[src/rtl/divisor_restauracion_if.sv]
// Purpose: bundles the request/result signals of the restoring divider.
// Ports:   start, dividendo, divisor (requester -> divider);
//          cociente, resto, ocupado, fin, div_cero (divider -> requester).
interface divisor_restauracion_if #(
    parameter int N = 4
);
    logic         start;
    logic [N-1:0] dividendo;
    logic [N-1:0] divisor;
    logic [N-1:0] cociente;
    logic [N-1:0] resto;
    logic         ocupado;
    logic         fin;
    logic         div_cero;

    // Requester side: issues operands, observes results.
    modport master (
        output start, dividendo, divisor,
        input  cociente, resto, ocupado, fin, div_cero
    );

    // Divider side.
    modport slave (
        input  start, dividendo, divisor,
        output cociente, resto, ocupado, fin, div_cero
    );
endinterface

[src/rtl/divisor_restauracion.sv]
// Purpose: N-bit unsigned restoring divider, one shift cycle and one subtract
//          cycle per quotient bit (fin 2N cycles after the accepting edge).
// Ports:   clk, reset (async, active-high), bus (slave side of
//          divisor_restauracion_if: start/dividendo/divisor in,
//          cociente/resto/ocupado/fin/div_cero out).
// Option:  define DIVISOR_CERO_EN to short-circuit divide-by-zero straight to
//          FIN with div_cero raised; otherwise div_cero is tied low and a zero
//          divisor runs the normal iteration (quotient all ones, rest = dividend).
module divisor_restauracion #(
    parameter int N = 4
) (
    input  logic                   clk,
    input  logic                   reset,
    divisor_restauracion_if.slave  bus
);
    localparam int CW = $clog2(N + 1);

    typedef enum logic [1:0] {
        REPOSO   = 2'd0,
        DESPLAZA = 2'd1,
        RESTA    = 2'd2,
        FIN      = 2'd3
    } estado_t;

    estado_t       estado;
    estado_t       estado_sig;
    logic [N:0]    a;       // signed partial remainder, one guard bit
    logic [N-1:0]  q;
    logic [N-1:0]  m;
    logic [CW-1:0] cuenta;
    logic [N:0]    t;
    logic          acepta;
    logic          es_cero;

    assign acepta  = (estado == REPOSO) && bus.start;
    assign t       = a - {1'b0, m};

`ifdef DIVISOR_CERO_EN
    assign es_cero = (bus.divisor == '0);
`else
    assign es_cero = 1'b0;
`endif

    // State register
    always_ff @(posedge clk or posedge reset) begin
        if (reset) begin
            estado <= REPOSO;
        end else begin
            estado <= estado_sig;
        end
    end

    // Next-state logic
    always_comb begin
        estado_sig = estado;
        case (estado)
            REPOSO:   if (acepta) estado_sig = es_cero ? FIN : DESPLAZA;
            DESPLAZA: estado_sig = RESTA;
            // The counter was already decremented in DESPLAZA, so zero here
            // means the last quotient bit has just been resolved.
            RESTA:    estado_sig = (cuenta != '0) ? DESPLAZA : FIN;
            FIN:      estado_sig = REPOSO;
            default:  estado_sig = REPOSO;
        endcase
    end

    // Output logic
    always_comb begin
        bus.ocupado = 1'b0;
        bus.fin     = 1'b0;
        case (estado)
            DESPLAZA: bus.ocupado = 1'b1;
            RESTA:    bus.ocupado = 1'b1;
            FIN:      bus.fin     = 1'b1;
            default:  ;
        endcase
    end

    // Datapath: registers only move on the accepting edge and while iterating,
    // so results stay put through FIN and the following idle cycles.
    always_ff @(posedge clk or posedge reset) begin
        if (reset) begin
            a      <= '0;
            q      <= '0;
            m      <= '0;
            cuenta <= '0;
        end else begin
            case (estado)
                REPOSO: begin
                    if (acepta) begin
                        m <= bus.divisor;
                        if (es_cero) begin
                            a      <= {1'b0, bus.dividendo};
                            q      <= '1;
                            cuenta <= '0;
                        end else begin
                            a      <= '0;
                            q      <= bus.dividendo;
                            cuenta <= CW'(N);
                        end
                    end
                end
                DESPLAZA: begin
                    a      <= {a[N-1:0], q[N-1]};
                    q      <= {q[N-2:0], 1'b0};
                    cuenta <= cuenta - CW'(1);
                end
                RESTA: begin
                    // Keep the difference only when it did not go negative;
                    // otherwise A is left untouched (the "restore").
                    if (!t[N]) begin
                        a <= t;
                        q <= {q[N-1:1], 1'b1};
                    end
                end
                default: ;
            endcase
        end
    end

`ifdef DIVISOR_CERO_EN
    logic div_cero_q;

    always_ff @(posedge clk or posedge reset) begin
        if (reset) begin
            div_cero_q <= 1'b0;
        end else if (acepta) begin
            div_cero_q <= es_cero;
        end
    end

    assign bus.div_cero = div_cero_q;
`else
    assign bus.div_cero = 1'b0;
`endif

    assign bus.cociente = q;
    assign bus.resto    = a[N-1:0];

endmodule

[src/flat_wrapper.sv]
// flat-port wrapper written by rule: the top's interface ports become plain ports
module divisor_restauracion_flat 
#(
    parameter int N = 4
)
  (clk, reset, bus_start, bus_dividendo, bus_divisor, bus_cociente, bus_resto, bus_ocupado, bus_fin, bus_div_cero);
  divisor_restauracion_if #(.N(N)) bus_i ();
  input  logic clk;
  input  logic reset;
  input wire logic [$bits(bus_i.start)-1:0] bus_start;
  input wire logic [$bits(bus_i.dividendo)-1:0] bus_dividendo;
  input wire logic [$bits(bus_i.divisor)-1:0] bus_divisor;
  output wire logic [$bits(bus_i.cociente)-1:0] bus_cociente;
  output wire logic [$bits(bus_i.resto)-1:0] bus_resto;
  output wire logic [$bits(bus_i.ocupado)-1:0] bus_ocupado;
  output wire logic [$bits(bus_i.fin)-1:0] bus_fin;
  output wire logic [$bits(bus_i.div_cero)-1:0] bus_div_cero;
  assign bus_i.start = bus_start;
  assign bus_i.dividendo = bus_dividendo;
  assign bus_i.divisor = bus_divisor;
  assign bus_cociente = bus_i.cociente;
  assign bus_resto = bus_i.resto;
  assign bus_ocupado = bus_i.ocupado;
  assign bus_fin = bus_i.fin;
  assign bus_div_cero = bus_i.div_cero;
  divisor_restauracion #(.N(N)) u_core (.clk(clk), .reset(reset), .bus(bus_i));
endmodule
[config.mk]
export PLATFORM = sky130hd
export DESIGN_NAME = divisor_restauracion_flat
export DESIGN_NICKNAME = d
export VERILOG_FILES = /design/src/rtl/divisor_restauracion_if.sv /design/src/rtl/divisor_restauracion.sv /design/src/flat_wrapper.sv
export SDC_FILE = /design/constraint.sdc
export NUM_CORES = 1
export LEC_CHECK = 0
export ABC_AREA = 0
export CAP_MARGIN = 20
export CORE_MARGIN = 2
export CORE_UTILIZATION = 31
export CTS_CLUSTER_DIAMETER = 30
export DETAILED_ROUTE_END_ITERATION = 10
export GPL_ROUTABILITY_DRIVEN = 0
export HOLD_SLACK_MARGIN = 0.06
export PLACE_DENSITY = 0.6
export SETUP_SLACK_MARGIN = 0.02
export SYNTH_ARGS = -nofsm -noshare
export SYNTH_HDL_FRONTEND = slang
export SYNTH_SLANG_ARGS = --single-unit
[constraint.sdc]
create_clock -name clk -period 2.3 [get_ports clk]
set_clock_uncertainty 0.05 [all_clocks]
set_input_delay 0.345 -clock clk [delete_from_list [all_inputs] [get_ports clk]]
set_output_delay 0.345 -clock clk [all_outputs]
set_load 0.01 [all_outputs]
Word-level counts from Yosys, hierarchy flattened

Index checks and enable logic that the tools add are counted.

Register bits: 18
Output and inout bits: 11

Add/subtract/negate cells: 2
Equal/unequal tests: 5
Mux-type cells: 13
Bitwise gates (word level): 1
Reductions and logical operators: 10

Operators with widths:

| operator                                            | number |
|---|---|
| one-hot mux 5 bit (3 select lines)                  | 1 |
| one-hot mux 4 bit (3 select lines)                  | 1 |
| 2-to-1 mux 5 bit                                    | 2 |
| one-hot mux 2 bit (4 select lines)                  | 1 |
| one-hot mux 3 bit (2 select lines)                  | 1 |
| AND reduction 3 bit                                 | 2 |
| nonzero test 3 bit                                  | 2 |
| subtractor 5 x 4 -> 5 bit                           | 1 |
| equality test 2 bit, second input constant          | 2 |
| 2-to-1 mux 2 bit                                    | 2 |
| 2-to-1 mux 4 bit                                    | 1 |
| AND reduction 2 bit                                 | 2 |
| 2-to-1 mux 1 bit                                    | 3 |
| 2-to-1 mux 3 bit                                    | 1 |
| subtractor 3 x 1 -> 3 bit, second input constant    | 1 |
| equality test 2 x 1 -> 1 bit, second input constant | 1 |
| logical NOT 2 bit                                   | 1 |
| != test 2 x 1 -> 1 bit, second input constant       | 1 |
| != test 2 bit, second input constant                | 1 |
| nonzero test 2 bit                                  | 1 |
| OR reduction 2 bit                                  | 1 |
| logical AND 1 bit                                   | 1 |
| inverter 1 bit                                      | 1 |

Longest topological paths before layout

Gate-level depths: netlist of run 1.

Depth after elaboration: 4
Mapped depth: 7

Least setup slack after synthesis of run 1

No wires, ideal clock.

Kind: register to register
From: reg u_core.a[3]
To: reg u_core.a[2]
Arrival: 1,860 ps
Required time: 2,125 ps
Path slack: 265 ps
Stages on the path, launching flop included: 6
Period minus slack after synthesis: 2,035 ps
Path through: dfrtp_1 -> ha_1 -> or4b_1 -> and4b_4 -> nand3_4 -> mux2_4

Word-level cells in the longest chain between the ends: 3

RTL lines:

| what                                 | line                        | RTL |
|---|---|---|
| from (decl)                          | divisor_restauracion.sv:27  | `logic [N:0] a;` |
| from (signal assigned)               | divisor_restauracion.sv:93  | `a <= {1'b0, bus.dividendo};` |
| from (signal assigned)               | divisor_restauracion.sv:104 | `a <= {a[N-1:0], q[N-1]};` |
| from (signal assigned)               | divisor_restauracion.sv:112 | `a <= t;` |
| subtractor 5 x 4 -> 5 bit            | divisor_restauracion.sv:36  | `assign t = a - {1'b0, m};` |
| != test 2 bit (no source line)       | -                           |  |
| AND reduction 3 bit (no source line) | -                           |  |

Every way passes these cells.
A chain may end at the register's enable or synchronous reset.

Worst setup path in the final report of run 1

From: reg u_core.estado[1]
To: out bus_ocupado

Word-level cells in the longest chain between the ends: 3

RTL lines:

| what                                                                       | line                       | RTL |
|---|---|---|
| from (decl)                                                                | divisor_restauracion.sv:25 | `estado_t estado;` |
| from (signal assigned)                                                     | divisor_restauracion.sv:49 | `estado <= estado_sig;` |
| equality test 2 x 1 -> 1 bit / equality test 2 bit (equally long branches) | divisor_restauracion.sv:71 | `case (estado)` |
| OR reduction 2 bit (no source line) (*)                                    | -                          |  |
| 2-to-1 mux 1 bit (*)                                                       | divisor_restauracion.sv:71 |  |
| to (decl)                                                                  | flat_wrapper.sv:15         | `output wire logic [$bits(bus_i.ocupado)-1:0] bus_ocupado;` |

Mark *: on every way between the ends. The rest lies on a longest branch, timed or not.

==> results.cfg, run 1 <==
[run_status]
status = finished, final reports clean

[global_routing]
grt_pass1_wl_um = 4050
grt_overflow = 0
antenna_found_initial = 0
grt_pass1_vias = 869
grt_max_degree = 19
track_usage = 0.124

[logic_synthesis]
syn_inst = 118
yosys.area_share.simple = 0.199
yosysMostFrequentCell = dfrtp_1
synth_edf_count = 0
syn_nets = 140
ys_types = 33
synth_top_area_cell = dfrtp_1
synth_compound_area_frac = 0.0946
synth_xor_area_frac = 0.00744
synthAdderAreaFrac = 0.123
yosys_register_bits = 18
synth_top_family_by_area = simple AND/OR/NAND/NOR gates
ys_warn_count = 0
synth_ff_type = dfrtp_1
synth_top_area_frac = 0.383
netlist_top_cells_area = dfrtp_1 38%, ha_1 11%, a21oi_1 4.7%, buf_4 3.8%, inv_1 3.8%
ys_seq_area_frac = 0.383
synthTopCellsByCount = 18 x dfrtp_1, 12 x inv_1, 11 x a21oi_1
avgSynthCellArea_um2 = 9.98
synthMuxAreaShare = 0.111
netlist_area_um2 = 1180
async_flop_share = 1.00

[worst_setup_path]
critPathRequiredTime_ps = 1900
rrSetupSlack_ps = 170
crit_fanout = 11
crit_type = reg -> out
max_stage_delay_ps = 570
worstSetupStartpointType = register
crit_arrival_ps = 1790
cp_cell_sequence = inv_1 > ha_2 > clkdlybuf4s50_1
cp-startpoint = u_core.estado[1]$_DFFE_PP0N_
path_buf_inv = 2
r2r_start = u_core.a[0]$_DFFE_PP0P_
crit_slowest_cell = clkdlybuf4s50_1
path_depth = 3
critical_path.endpoint = bus_ocupado
worst_r2r_path_depth = 7
critPathCaptureType = output pin
reg2reg_to = u_core.bus.cociente[0]$_DFFE_PP0P_
cp_top_family = buffers and inverters

[power]
power.leakage_nw = 0.652
p_seq_frac = 0.279
p_per_area_nw_per_um2 = 1380
ir_drop_mv = 0.522
power.net_switching_uw = 808
swShare = 0.399
total_power_mw = 2.02
pwr-share-comb = 0.587
p_int_mw = 1.22
p_clk_frac = 0.134

[die]
io_pins = 22
rows = 22
core_area_um2 = 3660
dieHeight_um = 65.6
chipWidth_um = 65.6
die-area_um2 = 4310
initial_core_util = 0.322

[route]
drtIter0Drc = 27
wl_um = 2350
via_per_inst = 4.73
ant_nets = 0
drcViolationCount = 0
firstDrtPassIters = 4
wire_per_inst_um = 12.7
vias = 875

[sta]
drv_slew = 0
period_share = 0.951
min_period_ps = 2190
setup_tns_ps = 0
setup_violations = 0
fmax_ghz = 0.457
rsz0062_at_grt = false
final_hold_viol_count = 0
layout_setup_ws_ps = 112
slew_headroom = 0.533
tightest_slew_ps = 700

[cts]
clock_sink_count = 18
postCtsSetupBuffers = 0
cts_buffers = 3
cts_root_buf = clkbuf_8
cts_max_level = 1
cts.clk_slew.worst_paths_ps = 80
cts_buffer_depth = 2
clock_latency_ps = 260
cts_tree = built

[finish]
fill_cells = 362
nNetsFinal = 160
syn2layout_area_growth_pct = 24.1
final_area_um2 = 1460
n_antenna_cell = 0
drive_gt1_frac = 0.124
postLayoutCoreUtil = 0.399

[job]
maxCapViolCount = 0

[placed_design]
io_buffers = 20
placed_area_um2 = 1400
dp_slack_ps = 180
dp_hpwl_um = 1880

[hold_path]
worstHoldPathType = reg -> reg
-- cell families (layout without fill, tap and decap cells) --
| group | after synthesis | in the layout |
|---|---|---|
| xor gates and xnor gates | 1 | 1 |
| AOI/OAI and AO/OA | 20 | 20 |
| buffers and inverters | 19 | 38 |
| adders and majority gates | 11 | 11 |
| DFF | 18 | 18 |
| other | 1 | 1 |
| muxes | 11 | 11 |
| and+or+nand+nor | 37 | 37 |
-- area by class of cell --
cell class              count  area (µm²)  area share
clock buffers               4        55.1      0.0377
multi-input cells          81         636       0.435
inverters                  12        45.0      0.0308
well taps                  48        60.1      0.0411
flip-flops and latches     18         450       0.308
repair buffers             22         215       0.147
-- power groups by stage --
stage                     Sequential, mW  Combinational [mW]  Clock (mW)
after global routing               0.589                1.33       0.286
final                              0.564                1.19       0.272
after CTS                          0.565                1.19       0.273
after global placement             0.560                1.16           0
after floorplan                    0.557               0.866           0
after detailed placement           0.569                1.19           0
-- layer usage --
layer | global-route usage | share of wire | wire length [µm] | vias up
met2 | 0.199 | 0.47 | 1110 | 21
met1 | 0.165 | 0.48 | 1120 | 413
li1 | - | - | - | 437
met3 | 0.0223 | 0.038 | 89 | 4
met5 | 0 | 0 | 0 | -
met4 | 0.0469 | 0.014 | 32 | 0
-- stage by stage --
step	hold slack [ps]	std cells
floorplan	234	118
global placement	409	181
detailed placement	413	181
CTS	427	185
global route	446	185
finish	427	185
-- flip-flops by register name, summed over array words and instances (netlist names) --
register,count
u_core.a,5
u_core.bus.cociente,4
u_core.cuenta,3
u_core.estado,2
u_core.m,4
-- cell usage in the layout (no fill, tap or decap), drive strengths merged, types with 2 or more instances in the layout --
master / synthesis / layout
ha: 10 / 10
nand3: 4 / 4
inv: 12 / 12
a21oi: 11 / 11
mux2: 7 / 7
nand2: 6 / 6
dfrtp: 18 / 18
buf: 6 / 2
and4b: 3 / 3
or4: 2 / 2
nor2: 8 / 8
o21ai: 5 / 5
clkbuf: 1 / 4
clkdlybuf4s50: 0 / 20
mux2i: 4 / 4
nor2b: 7 / 7
nand2b: 2 / 2
-- worst min-delay path by stage --
stage | start | to | slack [ps] | cells after the start
floorplan | reset | u_core.a[0]$_DFFE_PP0P_ | 230 | 1
detailed placement | u_core.cuenta[0]$_DFFE_PP0P_ | u_core.cuenta[0]$_DFFE_PP0P_ | 410 | 1
CTS | u_core.cuenta[0]$_DFFE_PP0P_ | u_core.cuenta[0]$_DFFE_PP0P_ | 430 | 1
global placement | u_core.cuenta[0]$_DFFE_PP0P_ | u_core.cuenta[0]$_DFFE_PP0P_ | 410 | 1
finish | u_core.cuenta[0]$_DFFE_PP0P_ | u_core.cuenta[0]$_DFFE_PP0P_ | 430 | 1
global route | u_core.cuenta[0]$_DFFE_PP0P_ | u_core.cuenta[0]$_DFFE_PP0P_ | 450 | 1
-- timing repair --
action,CTS,global route
setup endpoints to repair,0,1
hold buffers,0,0
resized for setup,0,1
Note: power is estimated with default switching activity, not from simulation.
==> run 2: changes to the inputs <==
--- a/config.mk
+++ b/config.mk
@@ -13,8 +13,10 @@
 export DETAILED_ROUTE_END_ITERATION = 10
 export GPL_ROUTABILITY_DRIVEN = 0
 export HOLD_SLACK_MARGIN = 0.06
+export MAX_ROUTING_LAYER = met4
 export PLACE_DENSITY = 0.6
 export SETUP_SLACK_MARGIN = 0.02
+export SKIP_CTS_REPAIR_TIMING = 1
 export SYNTH_ARGS = -nofsm -noshare
 export SYNTH_HDL_FRONTEND = slang
 export SYNTH_SLANG_ARGS = --single-unit
==> run 2 against run 1 <==
Compared with the run above: register-to-register slack barely moved; power barely moved; design area did not move; die area did not move; sequential power barely moved; via count rose by 0.11%; fmax barely moved; critical path depth did not move; sequential share of layout area did not move; count of clock-buffer cells in the layout did not move; critical path type unchanged.
==> results.cfg, run 2 (synthesis gave the netlist of run 1 again) <==
[placed_design]
dp_hpwl_um = 1880
io_buffers = 20
placed_area_um2 = 1400

[finish]
nNetsFinal = 160
largest_register_ffs = 5
drive_gt1_frac = 0.124
final_area_um2 = 1460
final_common_cell = clkdlybuf4s50_1
fill_cells = 362
final_cell_mix = 20 x clkdlybuf4s50_1, 18 x dfrtp_1, 12 x inv_1
syn2layout_area_growth_pct = 24.1
n_antenna_cell = 0
top_register = u_core.a

[cts]
cts.clk_slew.worst_paths_ps = 80
clock_sink_count = 18
cts_buffers = 3
clock_latency_ps = 260
cts_tree = built
cts_buffer_depth = 2
cts_max_level = 1
cts_root_buf = clkbuf_8

[worst_setup_path]
worst_r2r_path_depth = 7
rrSetupSlack_ps = 170
max_stage_delay_ps = 570
crit_fanout = 11
r2r_start = u_core.a[0]$_DFFE_PP0P_
cp_cell_sequence = inv_1 > ha_2 > clkdlybuf4s50_1
critPathCaptureType = output pin
crit_slowest_cell = clkdlybuf4s50_1
reg2reg_to = u_core.bus.cociente[0]$_DFFE_PP0P_
worstSetupStartpointType = register
crit_type = reg -> out
crit_arrival_ps = 1790
cp-startpoint = u_core.estado[1]$_DFFE_PP0N_
critPathRequiredTime_ps = 1900

[sta]
tightest_slew_ps = 700
min_period_ps = 2190
slew_headroom = 0.533
period_share = 0.951
final_hold_viol_count = 0
setup_tns_ps = 0
fmax_ghz = 0.457
setup_violations = 0
rsz0062_at_grt = false
drv_slew = 0

[die]
chipWidth_um = 65.6
io_pins = 22
dieHeight_um = 65.6
core_area_um2 = 3660
initial_core_util = 0.322
rows = 22
die-area_um2 = 4310

[route]
firstDrtPassIters = 4
wl_met1_um = 1120
ant_nets = 0
highest_layer = met4
vias = 876
wire_per_inst_um = 12.7
wl_um = 2350
via_per_inst = 4.74
drcViolationCount = 0
wl_met2_um = 1110
dr_wl_met3_um = 89
drtIter0Drc = 33

[global_routing]
grt_overflow = 0
antenna_found_initial = 0
grt_max_degree = 19
track_usage = 0.127
grt_pass1_vias = 869
grt_pass1_wl_um = 4060

[power]
ir_drop_mv = 0.522
power.leakage_nw = 0.652
p_per_area_nw_per_um2 = 1380

[run_status]
status = finished, final reports clean

[hold_path]
worst_hold_path.endpoint = u_core.cuenta[0]$_DFFE_PP0P_
worstHoldStart = u_core.cuenta[0]$_DFFE_PP0P_
worstHoldPathType = reg -> reg
hold_depth = 1

[job]
maxCapViolCount = 0
## run 2: cell counts in the layout (fill, tap and decap cells not counted)
No cell type changed its count.
## run 2: routing by layer
layer	track usage	up-vias
met3	0.0205	4
met1	0.166	414
li1	-	437
met5	-	-
met2	0.199	21
met4	0.0469	0
## run 2: cell type report
cell class / instances / area (µm²) / area share
well taps: 48 / 60.1 / 0.0411
multi-input cells: 81 / 636 / 0.435
flip-flops and latches: 18 / 450 / 0.308
clock buffers: 4 / 55.1 / 0.0377
inverters: 12 / 45.0 / 0.0308
repair buffers: 22 / 215 / 0.147
## run 2: power by group
part / internal, mW / switching (mW) / total [mW]
Clock: 0.152 / 0.119 / 0.272
Combinational: 0.610 / 0.578 / 1.19
Sequential: 0.453 / 0.111 / 0.564
## run 2: stage by stage
| step | power (mW) | hold slack, ps | worst slack, ps | cells | util |
|---|---|---|---|---|---|
| floorplan | 1.42 | 234 | 265 | 118 | - |
| global placement | 1.73 | 409 | 209 | 181 | 0.383 |
| detailed placement | 1.76 | 413 | 180 | 181 | 0.383 |
| CTS | 2.03 | 427 | 45.1 | 185 | 0.398 |
| global route | 2.20 | 446 | 28.2 | 185 | 0.399 |
| finish | 2.02 | 427 | 112 | 185 | 0.399 |
## run 2: critical path: cells and delay by family, from the launching register on
| kind | cells | cell delay [ps] |
|---|---|---|
| fa+ha+maj | 1 | 440 |
| buf+inv | 2 | 660 |
| flops | 1 | 430 |
## run 2: worst max path at each step
stage,end,slack [ps],depth (start not counted)
finish,bus_ocupado,110,3
global route,bus_ocupado,30,3
CTS,bus_ocupado,50,3
detailed placement,u_core.a[2]$_DFFE_PP0P_,180,5
global placement,u_core.bus.cociente[0]$_DFFE_PP0P_,210,7
floorplan,u_core.a[2]$_DFFE_PP0P_,260,5
